`src/rtl/instruction_fetch_pkg.sv`:
```
`default_nettype none
// ============================================================================
// Module   : fetch_pkg
// Purpose  : Shared types and constants for the instruction fetch stage.
// Revision : 1.0 - initial release
// ============================================================================
package fetch_pkg;

    localparam int unsigned PC_STEP = 4;

    typedef enum logic [1:0] {
        RUN  = 2'd0,
        HALT = 2'd1,
        ERR  = 2'd2
    } fetch_state_e;

    typedef enum logic [1:0] {
        NONE = 2'd0,
        BR   = 2'd1,
        JMP  = 2'd2,
        JR   = 2'd3
    } redirect_sel_e;

endpackage
`default_nettype wire

```
`src/rtl/instruction_fetch_next_pc_calc.sv`:
```
`default_nettype none
// ============================================================================
// Module   : next_pc_calc
// Purpose  : Combinational redirect priority (jr > jmp > br) and next-pc
//            arithmetic. IFETCH_ALIGN_CHECK_EN keeps raw jr low bits.
// Revision : 1.0 - initial release
// ============================================================================
module next_pc_calc
    import fetch_pkg::*;
#(
    parameter int PC_W = 32
) (
    input  logic [PC_W-1:0] pc,
    input  logic [PC_W-1:0] instr_pc,
    input  logic            fire,
    input  logic            br_taken,
    input  logic [15:0]     br_offset,
    input  logic            jmp,
    input  logic [25:0]     jmp_index,
    input  logic            jr,
    input  logic [PC_W-1:0] jr_target,
    output redirect_sel_e   sel,
    output logic [PC_W-1:0] next_pc
);

    logic [PC_W-1:0] w_seq;
    logic [PC_W-1:0] w_br_target;
    logic [PC_W-1:0] w_jmp_target;
    logic [PC_W-1:0] w_jr_target;

    assign w_seq        = instr_pc + PC_W'(PC_STEP);
    assign w_br_target  = w_seq + {{(PC_W-18){br_offset[15]}}, br_offset, 2'b00};
    assign w_jmp_target = {w_seq[PC_W-1:28], jmp_index, 2'b00};

`ifdef IFETCH_ALIGN_CHECK_EN
    // Misaligned targets are trapped by the caller before they are used.
    assign w_jr_target = jr_target;
`else
    assign w_jr_target = jr_target & {{(PC_W-2){1'b1}}, 2'b00};
`endif

    always_comb begin
        sel     = NONE;
        next_pc = pc + PC_W'(PC_STEP);
        if (fire) begin
            if (jr) begin
                sel     = JR;
                next_pc = w_jr_target;
            end else if (jmp) begin
                sel     = JMP;
                next_pc = w_jmp_target;
            end else if (br_taken) begin
                sel     = BR;
                next_pc = w_br_target;
            end
        end
    end

endmodule
`default_nettype wire

```
`src/rtl/instruction_fetch.sv`:
```
`default_nettype none
// ============================================================================
// Module   : instruction_fetch
// Purpose  : PC register and fetch stage with valid/ready output, redirects,
//            stall and halt. Option macro: IFETCH_ALIGN_CHECK_EN.
// Revision : 1.0 - initial release
// ============================================================================
module instruction_fetch
    import fetch_pkg::*;
#(
    parameter int              PC_W     = 32,
    parameter logic [PC_W-1:0] RESET_PC = '0
) (
    input  logic            clk,
    input  logic            rst_n,
    output logic [PC_W-1:0] imem_addr,
    input  logic [31:0]     imem_data,
    output logic [31:0]     instr,
    output logic [PC_W-1:0] instr_pc,
    output logic            instr_valid,
    input  logic            instr_ready,
    input  logic            br_taken,
    input  logic [15:0]     br_offset,
    input  logic            jmp,
    input  logic [25:0]     jmp_index,
    input  logic            jr,
    input  logic [PC_W-1:0] jr_target,
    input  logic            halt,
    output logic            halted,
    output logic            misalign_err
);

    fetch_state_e    r_state_q,       w_state_d;
    logic [PC_W-1:0] r_pc_q,          w_pc_d;
    logic [31:0]     r_instr_q,       w_instr_d;
    logic [PC_W-1:0] r_instr_pc_q,    w_instr_pc_d;
    logic            r_instr_valid_q, w_instr_valid_d;
    logic            r_halted_q,      w_halted_d;

    logic            w_fire;
    logic            w_load;
    redirect_sel_e   w_sel;
    logic [PC_W-1:0] w_next_pc;

    assign w_fire = r_instr_valid_q & instr_ready;
    assign w_load = ~r_instr_valid_q | instr_ready;

    next_pc_calc #(
        .PC_W (PC_W)
    ) u_next_pc_calc (
        .pc        (r_pc_q),
        .instr_pc  (r_instr_pc_q),
        .fire      (w_fire),
        .br_taken  (br_taken),
        .br_offset (br_offset),
        .jmp       (jmp),
        .jmp_index (jmp_index),
        .jr        (jr),
        .jr_target (jr_target),
        .sel       (w_sel),
        .next_pc   (w_next_pc)
    );

`ifdef IFETCH_ALIGN_CHECK_EN
    logic r_misalign_q, w_misalign_d;
    logic w_jr_misaligned;
    assign w_jr_misaligned = |jr_target[1:0];
    assign misalign_err    = r_misalign_q;
`else
    assign misalign_err    = 1'b0;
`endif

    always_comb begin
        w_state_d       = r_state_q;
        w_pc_d          = r_pc_q;
        w_instr_d       = r_instr_q;
        w_instr_pc_d    = r_instr_pc_q;
        w_instr_valid_d = r_instr_valid_q;
        w_halted_d      = r_halted_q;
`ifdef IFETCH_ALIGN_CHECK_EN
        w_misalign_d    = r_misalign_q;
`endif
        case (r_state_q)
            RUN: begin
                // Halt outranks any redirect presented alongside it.
                if (w_fire && halt) begin
                    w_state_d       = HALT;
                    w_instr_valid_d = 1'b0;
                    w_halted_d      = 1'b1;
                end
`ifdef IFETCH_ALIGN_CHECK_EN
                else if (w_sel == JR && w_jr_misaligned) begin
                    w_state_d       = ERR;
                    w_instr_valid_d = 1'b0;
                    w_halted_d      = 1'b1;
                    w_misalign_d    = 1'b1;
                end
`endif
                else if (w_sel != NONE) begin
                    w_pc_d          = w_next_pc;
                    w_instr_valid_d = 1'b0;
                end else if (w_load) begin
                    w_instr_d       = imem_data;
                    w_instr_pc_d    = r_pc_q;
                    w_instr_valid_d = 1'b1;
                    w_pc_d          = w_next_pc;
                end
            end
            default: ;
        endcase
    end

    always_ff @(posedge clk) begin
        if (!rst_n) begin
            r_state_q       <= RUN;
            r_pc_q          <= RESET_PC;
            r_instr_q       <= '0;
            r_instr_pc_q    <= '0;
            r_instr_valid_q <= 1'b0;
            r_halted_q      <= 1'b0;
`ifdef IFETCH_ALIGN_CHECK_EN
            r_misalign_q    <= 1'b0;
`endif
        end else begin
            r_state_q       <= w_state_d;
            r_pc_q          <= w_pc_d;
            r_instr_q       <= w_instr_d;
            r_instr_pc_q    <= w_instr_pc_d;
            r_instr_valid_q <= w_instr_valid_d;
            r_halted_q      <= w_halted_d;
`ifdef IFETCH_ALIGN_CHECK_EN
            r_misalign_q    <= w_misalign_d;
`endif
        end
    end

    assign imem_addr   = r_pc_q;
    assign instr       = r_instr_q;
    assign instr_pc    = r_instr_pc_q;
    assign instr_valid = r_instr_valid_q;
    assign halted      = r_halted_q;

endmodule
`default_nettype wire
```
`config.mk`:
```
export PLATFORM = sky130hd
export DESIGN_NAME = instruction_fetch
export DESIGN_NICKNAME = d
export VERILOG_FILES = /design/src/rtl/instruction_fetch_pkg.sv /design/src/rtl/instruction_fetch_next_pc_calc.sv /design/src/rtl/instruction_fetch.sv
export SDC_FILE = /design/constraint.sdc
export NUM_CORES = 1
export LEC_CHECK = 0
export CAP_MARGIN = 20
export CELL_PAD_IN_SITES_DETAIL_PLACEMENT = 0
export CELL_PAD_IN_SITES_GLOBAL_PLACEMENT = 1
export CORE_MARGIN = 5
export CORE_UTILIZATION = 46
export CTS_CLUSTER_DIAMETER = 50
export DETAILED_ROUTE_END_ITERATION = 8
export DONT_BUFFER_PORTS = 1
export GPL_TIMING_DRIVEN = 1
export HOLD_SLACK_MARGIN = 0.08
export PLACE_DENSITY = 0.84
export SYNTH_ARGS = -nofsm -noshare
export SYNTH_HDL_FRONTEND = slang
export SYNTH_SLANG_ARGS = --single-unit
```
`constraint.sdc`:
```
create_clock -name clk -period 4.2 [get_ports clk]
set_input_delay 1.05 -clock clk [delete_from_list [all_inputs] [get_ports clk]]
set_output_delay 1.05 -clock clk [all_outputs]
set_load 0.05 [all_outputs]
```
==> results.cfg, run 1 <==
[setup_path]
rr_startpoint = instr_pc[6]
endpoint_kind = register
crit_fanout = 6
critPathArrivalTime_ns = 4.12
r2r_cells = 16
worst-setup-path-type = register to register
crit_cells = 16
cp_num_buf_inv = 0
path_cells = and3_1 > and2_1 > nand3_1 > nor2_2 > nand4_1 > xnor2_1 > ha_1 > and4_1 > and3_1 > nand2_1 > a32oi_1 > a311oi_2 > mux2i_1 > a22oi_1 > a31o_2 > a21oi_1
cp_slowest_cell = a311oi_2
crit_family = simple AND/OR/NAND/NOR gates
start_kind = register
reg2reg_slack_ns = 0.37
cp_common_cell = and3_1
r2r-end = imem_addr[31]
crit_required_ns = 4.49
max_stage_delay_ns = 0.42
critPathLaunch = instr_pc[6]

[global_routing]
grt_max_degree = 100
grt-ovfl-total = 0
grtUsageMet3 = 0.0840
grt_pass1_wl_um = 37100
grt_pass1_vias = 6394
antenna_found_initial = 3
grt_util_met1 = 0.359
met2_usage = 0.410
grt-busiest-layer = met2
grt_usage = 0.265

[power]
p_switching_mw = 1.08
power_density_nw_per_um2 = 364
p_clk_frac = 0.327
leakage_nw = 3.01
vdd_drop_max_v = 0.000228
p_comb_frac = 0.244
p_int_mw = 1.70
p_sw_frac = 0.387
seq_power_share = 0.430

[detailed_routing]
viasPerCell = 6.07
routedWlPerCell_um = 21.6
final_antenna_net_count = 0
vias = 6718
drt_iter0_drc = 722
finalWirelength_um = 23900
dr.pass1.iters = 6
drc = 0

[sta]
slew-limit-headroom = 0.474
fin_setup_tns_ns = 0
slew_violations = 0
fin_worst_skew_ns = 0.00732
finalHoldViolations = 0
finalSetupViolCount = 0
fin_ws_ns = 0.372
worst_pin_slew_ns = 0.788
hold_slack_ns = 0.670
max_freq_ghz = 0.261
period_minus_slack_ns = 3.83
rsz0062_at_grt = false
finalCritPeriodShare = 0.911

[finish]
final_core_util = 0.525
finalNetCount = 1065
layout_common_cells = nand2_1 (188), dfxtp_1 (98), a21boi_0 (69)
area_growth_pct = 11.5
layout-drive-gt1-share = 0.0935
n_fill_cell = 1496
final_cells = 1106
final_common_cell = nand2_1

[synthesis]
synth_top_area_share = 0.287
syn-instance-count = 899
synth-seq-cells = 98
yosysUniqueCellTypes = 67
syn-num-nets = 1049
synthArstFlopShare = 0
syn_avg_cell_area_um2 = 7.61
synth-edff-count = 0
yosys-top-cells-area = dfxtp_1 (29%), nand2_1 (10%), a21boi_0 (7.6%)
ys.warnings.count = 0
synthFlopType = dfxtp_1
synth_top_cell_by_area = dfxtp_1
netlist_area_um2 = 6840
yosysSeqAreaShare = 0.287

[job]
drv_cap = 0

[cts]
cts_buffer_depth = 2
numCtsBuffers = 9
clk_latency_ns = 0.35
numClockSinks = 98
htreeDepth = 3
path_clk_slew_ns = 0.08
cts_tree = done
root_buffer = clkbuf_16

[placement]
port-buffer-count = 0
dp_slack_ns = 0.261
dp_cells = 1088
gp_congestion = 0.924
dp_hpwl_um = 17900

[die]
initial_core_util = 0.471
die-area_um2 = 17400
io_pins = 212
die_x_um = 132
rows = 44
dieHeight_um = 132
core_area_um2 = 14500

[status]
status = finished, final reports clean

[min_path]
min-delay-start = instr_pc[19]
hold_depth = 3
hold_end = instr_pc[19]
hold_path_class = register to register
-- metal layers --
metal | part of all wire | vias up
li1 | - | 3262
met1 | 0.43 | 3140
met2 | 0.44 | 280
met3 | 0.11 | 34
met4 | 0.019 | 2
met5 | 0.00054 | -
-- kinds of logic after synthesis --
family | synth area share
AO/OA/AOI/OAI | 0.280
XOR/XNOR | 0.0883
adder cells (fa/ha/maj) | 0.0688
buffers and inverters | 0.0351
flip-flops | 0.287
multiplexers | 0.00439
other | 0.000548
AND/OR/NAND/NOR | 0.236
-- registers in the layout (all words and copies together) (netlist names) --
register / flops
imem_addr: 32
instr: 32
instr_pc: 32
halted: 1
instr_valid: 1
-- power groups by stage --
stage	logic, mW	clock network [mW]	registers [mW]
after floorplan	0.394	0	1.31
after global placement	0.665	0	1.21
after detailed placement	0.667	0	1.22
after CTS	0.671	0.917	1.19
after global routing	0.742	0.959	1.20
final	0.677	0.907	1.19
-- synthesized netlist by cell type, types with 6 or more instances --
library cell and number:
nand2b_1 8, and4_1 7, a221o_1 6, nor2_1 42, ha_1 36, nor3_1 11, o21ai_0 45, xor2_1 23
dfxtp_1 98, a211oi_1 6, a21boi_0 69, clkbuf_1 39, a221oi_1 12, a22oi_1 10, xnor2_1 46, nor2b_1 8
a21o_1 17, nand2_1 189, a21oi_1 48, o211ai_1 8, nand4_1 12, o31ai_1 6, and3_1 12, inv_1 16
nand3_1 38
-- worst max-delay path by stage --
stage / endpoint / slack [ns]
final: imem_addr[31] / 0.37
after global placement: imem_addr[24] / 0.27
after detailed placement: imem_addr[31] / 0.26
after floorplan: imem_addr[31] / 0.31
after global routing: imem_addr[28] / 0.03
after CTS: imem_addr[31] / 0.23
-- per-stage QoR --
step	total power, mW	cell area [um2]
after floorplan	1.70	6840
after global placement	1.88	7300
after detailed placement	1.88	7300
after CTS	2.78	7620
after global routing	2.90	7620
final	2.78	7630
-- worst min-delay path: stages (launching register included) --
cell	delay (ns)
dfxtp_1	0.30
buf_4	0.19
nand2_1	0.07
a21boi_0	0.07
-- cell type report --
| class | instances | area, um2 | share of cell area |
|---|---|---|---|
| Antenna cell | 2 | 5.00 | 0.000656 |
| Clock buffer | 9 | 225 | 0.0295 |
| Clock inverter | 7 | 93.8 | 0.0123 |
| Inverter | 16 | 60.1 | 0.00788 |
| Multi-Input combinational cell | 739 | 4650 | 0.610 |
| Sequential cell | 98 | 1960 | 0.257 |
| Tap cell | 184 | 230 | 0.0302 |
| Timing Repair Buffer | 51 | 395 | 0.0518 |
-- repair_timing --
action | 4_1_cts | 5_1_grt
setup endpoints to repair | 0 | 7
buffers inserted | 0 | 0
hold buffers | 0 | 0
resized for setup | 0 | 2
Power figures use the tool's default switching activity.
==> run 2: changes to the inputs <==
--- a/config.mk
+++ b/config.mk
@@ -5,11 +5,12 @@
 export SDC_FILE = /design/constraint.sdc
 export NUM_CORES = 1
 export LEC_CHECK = 0
+export ABC_AREA = 1
 export CAP_MARGIN = 20
 export CELL_PAD_IN_SITES_DETAIL_PLACEMENT = 0
 export CELL_PAD_IN_SITES_GLOBAL_PLACEMENT = 1
 export CORE_MARGIN = 5
-export CORE_UTILIZATION = 46
+export CORE_UTILIZATION = 44
 export CTS_CLUSTER_DIAMETER = 50
 export DETAILED_ROUTE_END_ITERATION = 8
 export DONT_BUFFER_PORTS = 1
==> run 2 against run 1 <==
Compared with the run above: power grew 25%; global-route usage shrank 0.075 points; sequential cell count unchanged; maximum frequency increased by 7.2%; sequential share of layout area decreased by 2.5 points; count of clock-buffer cells in the layout rose by 1; critical path type unchanged; highest routed layer is now met4.
==> results.cfg, run 2 <==
[status]
status = finished, final reports clean

[detailed_routing]
routedWlPerCell_um = 18.4
final_antenna_net_count = 0
finalWirelength_um = 28000
vias = 8309
drc = 0
drt_iter0_drc = 643
dr.pass1.iters = 6
viasPerCell = 5.45

[synthesis]
synth_top_cell_by_area = dfxtp_1
synthArstFlopShare = 0
yosysUniqueCellTypes = 46
synth-seq-cells = 98
yosysSeqAreaShare = 0.252
yosysMostFrequentCell = nand2_1
syn-instance-count = 1294
syn-num-nets = 1444
yosys-top-cells-area = dfxtp_1 (25%), nand2_1 (16%), nor2_1 (9.5%)
synthFlopType = dfxtp_1
synth-edff-count = 0
synth_top_area_share = 0.252
yosys-top-cells-count = nand2_1 (332), nor2_1 (197), inv_1 (139)
ys.warnings.count = 0
syn_avg_cell_area_um2 = 6.03
netlist_area_um2 = 7800

[power]
vdd_drop_max_v = 0.000272
leakage_nw = 3.90
p_int_mw = 1.84
p_clk_frac = 0.234
power_density_nw_per_um2 = 413
p_switching_mw = 1.64
p_comb_frac = 0.346
p_sw_frac = 0.471
seq_power_share = 0.420

[cts]
numClockSinks = 98
cts_setup_buffers = 0
cts_tree = done
numCtsBuffers = 9
htreeDepth = 3
root_buffer = clkbuf_16
cts_buffer_depth = 2
post_cts_resized = 0
cts_hold_buf = 0
clk_latency_ns = 0.35
path_clk_slew_ns = 0.07

[placement]
port-buffer-count = 0
dp_cells = 1508
dp_hpwl_um = 22600
dp_slack_ns = 0.709
gp_congestion = 0.936

[global_routing]
antenna_found_initial = 0
grt_pass1_wl_um = 42000
grt_usage = 0.264
grt-ovfl-total = 0
grt_pass1_vias = 7581
grt_max_degree = 69

[die]
core_area_um2 = 17400
dieHeight_um = 143
initial_core_util = 0.449
die_x_um = 143
die-area_um2 = 20500
io_pins = 212
rows = 48

[sta]
fin_worst_skew_ns = 0.00881
finalCritPeriodShare = 0.850
slew_violations = 0
finalHoldViolations = 0
fin_ws_ns = 0.630
finalSetupViolCount = 0
period_minus_slack_ns = 3.57
rsz0062_at_grt = false
max_freq_ghz = 0.280
worst_pin_slew_ns = 0.846
fin_setup_tns_ns = 0
slew-limit-headroom = 0.435

[finish]
layout-drive-gt1-share = 0.0577
final_common_cell = nand2_1
antenna_cells = 0
n_fill_cell = 1867
final_core_util = 0.486
finalNetCount = 1445
area_growth_pct = 8.17
final_cells = 1525
layout_common_cells = nand2_1 (332), nor2_1 (197), inv_1 (139)

[setup_path]
worst-setup-path-type = register to register
start_kind = register
rr_startpoint = instr_pc[6]
critPathLaunch = instr_pc[6]
critPathArrivalTime_ns = 3.85
crit_fanout = 6
endpoint_kind = register
crit_required_ns = 4.48

[job]
drv_cap = 0

[min_path]
hold_path_class = register to register
min-delay-start = instr_pc[15]
run 2: changes by cell type in the layout (fill, tap and decap cells not counted), sizes merged, moves of 32 or more:
cell,change
nand2,+145
a21boi,-68
xnor2,-32
o21ai,+50
a21oi,+49
nand3,+37
inv,+128
nor2,+164
run 2: worst paths after layout:
path | to | slack (ns) | depth (start not counted)
worst min register to register | instr_pc[15] | 0.50 | 2
worst max-delay path | imem_addr[24] | 0.63 | 18
worst min-delay path | instr_pc[15] | 0.50 | 2
worst max register to register | imem_addr[24] | 0.63 | 18
run 2: kinds of logic after synthesis:
group / count (synthesis) / synth area share
other cells: 1 / 0.000481
simple gates: 684 / 0.371
buf+inv: 187 / 0.0956
xor+xnor: 45 / 0.0505
flops: 98 / 0.252
fa+ha+maj: 37 / 0.0603
compound gates: 242 / 0.171
run 2: per-layer routing:
layer / vias up / GRT usage / part of all wire
li1: 4235 / - / -
met1: 3739 / 0.350 / 0.42
met2: 291 / 0.432 / 0.47
met3: 44 / 0.0610 / 0.083
met4: 0 / 0.0715 / 0.025
met5: - / 0 / 0
run 2: power by group through the flow:
stage          registers [mW]  clock network, mW  logic (mW)
4_1_cts                  1.46              0.832        1.19
3_3_place_gp             1.48                  0        1.17
2_1_floorplan            1.58                  0       0.757
3_5_place_dp             1.49                  0        1.18
6_report                 1.46              0.817        1.20
5_1_grt                  1.48              0.870        1.34
run 2: worst max-delay path: stages (launching register included):
cell	delay (ns)
dfxtp_1	0.33
buf_4	0.24
nand2_1	0.19
inv_1	0.15
nand3_1	0.14
nor4_2	0.37
nand2_1	0.13
xnor2_1	0.18
ha_1	0.33
nand2_1	0.08
nor2_1	0.19
inv_1	0.09
nor3_1	0.23
nand4_1	0.13
nand3_1	0.17
nor2_1	0.06
o21ai_0	0.26
nand2_1	0.13
a21oi_1	0.14
run 2: cell type report:
class | instances | area, um2 | area share
multi-input cells | 1009 | 5090 | 0.603
flip-flops and latches | 98 | 1960 | 0.233
inverters | 145 | 544 | 0.0645
well taps | 225 | 282 | 0.0334
repair buffers | 32 | 260 | 0.0309
clock buffers | 10 | 239 | 0.0283
clock inverters | 6 | 57.6 | 0.00682
run 2: through the flow:
stage | hold slack [ns] | area, um2 | power, mW
2_1_floorplan | 0.702 | 7800 | 2.34
3_3_place_gp | 0.485 | 8110 | 2.66
3_5_place_dp | 0.492 | 8110 | 2.67
4_1_cts | 0.501 | 8410 | 3.49
5_1_grt | 0.525 | 8430 | 3.69
6_report | 0.505 | 8430 | 3.48
